===== src/rtl/sync_fifo.sv =====
// sync_fifo: single-clock circular-buffer FIFO with power-of-two depth.
// Tracks occupancy and raises almost-full/almost-empty at programmable thresholds.
// Overflow and underflow are sticky error flags.
// Read port is either a registered read (FWFT=0) or first-word-fall-through (FWFT=1).
module sync_fifo #(
  parameter int D_BITS    = 8,
  parameter int ADDR_BITS = 4,
  parameter int AF_LEVEL  = 12,
  parameter int AE_LEVEL  = 4,
  parameter int FWFT      = 0
) (
  input  logic                 clk,
  input  logic                 reset,
  input  logic [D_BITS-1:0]    din,
  input  logic                 wr_en,
  input  logic                 rd_en,
  input  logic                 clr_err,
  output logic [D_BITS-1:0]    dout,
  output logic                 full,
  output logic                 empty,
  output logic                 almost_full,
  output logic                 almost_empty,
  output logic [ADDR_BITS:0]   count,
  output logic                 overflow,
  output logic                 underflow
);

  localparam int DEPTH = 2 ** ADDR_BITS;
  localparam logic [ADDR_BITS:0] DEPTH_C = (ADDR_BITS + 1)'(DEPTH);
  localparam logic [ADDR_BITS:0] AF_C    = (ADDR_BITS + 1)'(AF_LEVEL);
  localparam logic [ADDR_BITS:0] AE_C    = (ADDR_BITS + 1)'(AE_LEVEL);

  logic [D_BITS-1:0]    mem [DEPTH];
  logic [ADDR_BITS-1:0] wr_ptr;
  logic [ADDR_BITS-1:0] rd_ptr;
  logic [ADDR_BITS-1:0] rd_ptr_nxt;
  logic [ADDR_BITS:0]   count_nxt;
  logic                 wr_ok;
  logic                 rd_ok;

  assign full         = (count == DEPTH_C);
  assign empty        = (count == '0);
  assign almost_full  = (count >= AF_C);
  assign almost_empty = (count <= AE_C);

  // Accept decisions from pre-edge state; a full FIFO can still take a write when a read drains it.
  always_comb begin
    rd_ok      = rd_en & ~empty;
    wr_ok      = wr_en & (~full | rd_ok);
    rd_ptr_nxt = rd_ok ? rd_ptr + ADDR_BITS'(1) : rd_ptr;
    count_nxt  = count;
    case ({wr_ok, rd_ok})
      2'b10:   count_nxt = count + (ADDR_BITS + 1)'(1);
      2'b01:   count_nxt = count - (ADDR_BITS + 1)'(1);
      default: count_nxt = count;
    endcase
  end

  // Storage array; contents are intentionally not reset.
  always_ff @(posedge clk) begin
    if (!reset && wr_ok) mem[wr_ptr] <= din;
  end

  // Pointers, occupancy and sticky error flags; a new error in the clearing cycle keeps the flag set.
  always_ff @(posedge clk) begin
    if (reset) begin
      wr_ptr    <= '0;
      rd_ptr    <= '0;
      count     <= '0;
      overflow  <= 1'b0;
      underflow <= 1'b0;
    end else begin
      if (wr_ok) wr_ptr <= wr_ptr + ADDR_BITS'(1);
      rd_ptr    <= rd_ptr_nxt;
      count     <= count_nxt;
      overflow  <= (wr_en & full & ~rd_ok) | (overflow & ~clr_err);
      underflow <= (rd_en & empty) | (underflow & ~clr_err);
    end
  end

  if (FWFT != 0) begin : g_fwft
    // Preload the word that will be oldest after this edge.
    // A write into an empty slot is forwarded from din because mem is not yet updated.
    always_ff @(posedge clk) begin
      if (reset) begin
        dout <= '0;
      end else if (count_nxt != '0) begin
        if (wr_ok && (wr_ptr == rd_ptr_nxt)) dout <= din;
        else                                 dout <= mem[rd_ptr_nxt];
      end
    end
  end else begin : g_std
    // Registered read: the word appears the cycle after an accepted read and then holds.
    always_ff @(posedge clk) begin
      if (reset)      dout <= '0;
      else if (rd_ok) dout <= mem[rd_ptr];
    end
  end

endmodule


===== config.mk =====
export PLATFORM = sky130hd
export DESIGN_NAME = sync_fifo
export DESIGN_NICKNAME = d
export VERILOG_FILES = /design/src/rtl/sync_fifo.sv
export SDC_FILE = /design/constraint.sdc
export NUM_CORES = 1
export LEC_CHECK = 0
export ABC_AREA = 1
export CAP_MARGIN = 40
export CORE_ASPECT_RATIO = 2
export CORE_MARGIN = 2
export CORE_UTILIZATION = 62
export CTS_BUF_LIST = sky130_fd_sc_hd__clkbuf_8
export DETAILED_ROUTE_END_ITERATION = 16
export PLACE_DENSITY = 0.82
export SLEW_MARGIN = 40
export SYNTH_ARGS = -nofsm -noshare
export SYNTH_HDL_FRONTEND = slang
export SYNTH_SLANG_ARGS = --single-unit

===== constraint.sdc =====
create_clock -name clk -period 2.6 [get_ports clk]
set_clock_uncertainty 0.1 [all_clocks]
set_input_delay 0.26 -clock clk [delete_from_list [all_inputs] [get_ports clk]]
set_output_delay 0.26 -clock clk [all_outputs]
set_load 0.01 [all_outputs]

==> metrics.cfg <==
[worst_setup_path]
path_class = flop to primary output
required_ns = 2.24
reg2reg_to = count[4]$_SDFFE_PP0P_
crit_path_end_kind = primary output
cp_max_fo = 7
r2r_cells = 13
critical_path.endpoint = empty
arrival_ns = 1.83
r2r_slack_ns = 0.57
r2r-start = count[0]$_SDFFE_PP0P_
cp-start-kind = flop
crit_start = count[0]$_SDFFE_PP0P_

[synthesis]
syn_inst = 534
yosysSeqAreaShare_pct = 68.7
synth_ff_type = edfxtp_1
synth_commonest_cells = edfxtp_1, nor2_1, o21ai_0
synth_area_leader_cell = edfxtp_1
yosysMostFrequentCell = edfxtp_1
syn_nets = 554
yosysWarnings = 0
synthArstFlopShare_pct = 0
synth-edff-count = 128
syn_area_um2 = 6270
yosys.cell_types.count = 32
ys_ff_latch = 151
synth_area_leaders = edfxtp_1, dfxtp_1, nor2_1
syn-mean-instance-area_um2 = 11.7
synth_top_cell_area_share_pct = 61.3

[drt]
ant_nets = 0
routedWlPerCell_um = 19.2
drt_iter0_markers = 530
drt_wl_total_um = 14000
vias = 4280
drtPass1Iterations = 5
vias_per_cell = 5.88
drc = 0

[power_and_ir_drop]
irDropWorstVdd_mv = 0.718
finalPower_mw = 5.61
p_leak_nw = 2.49
power.density_nw_per_um2 = 790

[grt]
grt_pass1_vias = 4138
gr-total-overflow = 0
grt_pass1_wl_um = 21600
grt_max_degree = 67
grt_use_total_pct = 27.8
grt_antenna_before_repair = 0

[layout]
layout-drive-gt1-share_pct = 11.6
diodes = 0
fill_cells = 706
final_core_util_pct = 71.4
final_nets = 601
fin_area_um2 = 7100
syn_to_final_growth_pct = 13.3
ff_latch_area_um2 = 4310
multiInputGateArea_um2 = 1670
final_cells = 728

[floorplan]
core-area_um2 = 9950
ios = 32
rows = 52
dieArea_um2 = 11000
die_h_um = 146
die_x_um = 75.1
start_util_pct = 63.0

[timing]
tightestPinTransition_ns = 0.808
drv_slew = 0
period_share_pct = 84.3
hold_violations = 0
setup_violations = 0
setup_slack_ns = 0.408
setup-tns-final_ns = 0
fmax_mhz = 456
layout_min_cycle_time_ns = 2.19
holdWs_ns = 0.365
relSlewSlack_pct = 46.0
rsz0062_at_grt = no

[hold_path]
holdPathStages = 2
hold_class = flop to flop

[placed_design]
port_buffers = 31
postPlaceCellArea_um2 = 6770
place_inst = 697
place_worst_setup_slack_ns = 0.347
place_hpwl_um = 9090
finalWeightedCongestion = 0.898

[cts]
cts_sinks = 151
cts_resized = 0
clockBufferDepth = 2
clkLatencyLatePin_ns = 0.44
cts-htree-levels = 4
cts_root_buf = clkbuf_8
cts_hold_buf = 0
post_cts_buffers = 0
cts_buffers = 17
cts_tree = yes
clkTransAtPathRegs_ns = 0.07

[run_status]
outcome = complete, no violations

[job]
drv_cap = 0

## critical path, cell delays in order (launching register included)
cell	delay (ns)
dfxtp_1	0.39
nor2_2	0.20
nand3_2	0.16
inv_1	0.12
clkdlybuf4s50_1	0.53
## layer usage
metal  up-vias  track usage [%]  routed length (um)
met5         -                0                   0
met4         0             14.3                 571
met3        43             5.80                 830
met2       191             44.5                7290
met1      2031             34.9                5300
li1       2015                -                   -
## how the worst min path moves through the flow
stage | from | endpoint | slack (ns)
after floorplan | din[0] | mem[0][0]$_DFFE_PP_ | 0.26
after global placement | overflow$_SDFF_PP0_ | overflow$_SDFF_PP0_ | 0.36
after detailed placement | underflow$_SDFF_PP0_ | underflow$_SDFF_PP0_ | 0.36
after CTS | clr_err | overflow$_SDFF_PP0_ | 0.36
after global routing | overflow$_SDFF_PP0_ | overflow$_SDFF_PP0_ | 0.38
final | underflow$_SDFF_PP0_ | underflow$_SDFF_PP0_ | 0.37
## cells by family after synthesis
group | after synthesis | share of synthesized area (%)
simple gates | 177 | 12.2
buf+inv | 65 | 4.77
xor+xnor | 2 | 0.279
compound gates | 132 | 12.7
fa+ha+maj | 7 | 1.40
flops | 151 | 68.7
## cell type report
type	instances	area share (%)
clock buffers	17	3.29
clock inverters	14	1.36
inverters	38	2.01
multi-input cells	318	23.4
flip-flops and latches	151	60.6
well taps	135	2.38
repair buffers	55	6.91
## where the power goes
| group | internal (mW) | switching, mW |
|---|---|---|
| logic | 0.458 | 0.861 |
| registers | 2.71 | 0.0676 |
| clock network | 0.723 | 0.790 |
| total | 3.89 | 1.72 |
## cell usage in the layout (no fill, tap or decap), types with 3 or more instances in the layout
cell type        synthesis  routed
clkbuf_8                 0      17
nand2_2                  3       3
clkinv_2                 0       7
inv_2                    5       5
o221ai_1                20      20
o211ai_1                12      12
nand2_1                 32      32
o21ai_0                 64      64
buf_4                    3      24
nand3_1                 24      24
inv_1                   32      35
dfxtp_1                 23      22
ha_1                     7       7
nor2_2                   3       3
nor2_1                 104     104
nand4_1                  4       4
o21ai_1                 12      12
o22ai_1                 12      12
a21oi_1                 10      10
clkdlybuf4s50_1          0      31
edfxtp_1               128     128
## flip-flops by register name (all words and copies together) (netlist names)
register	count
mem	128
count	5
wr_ptr	4
overflow	1
underflow	1
rd_ptr	4
dout	8
Power figures use the tool's default switching activity.
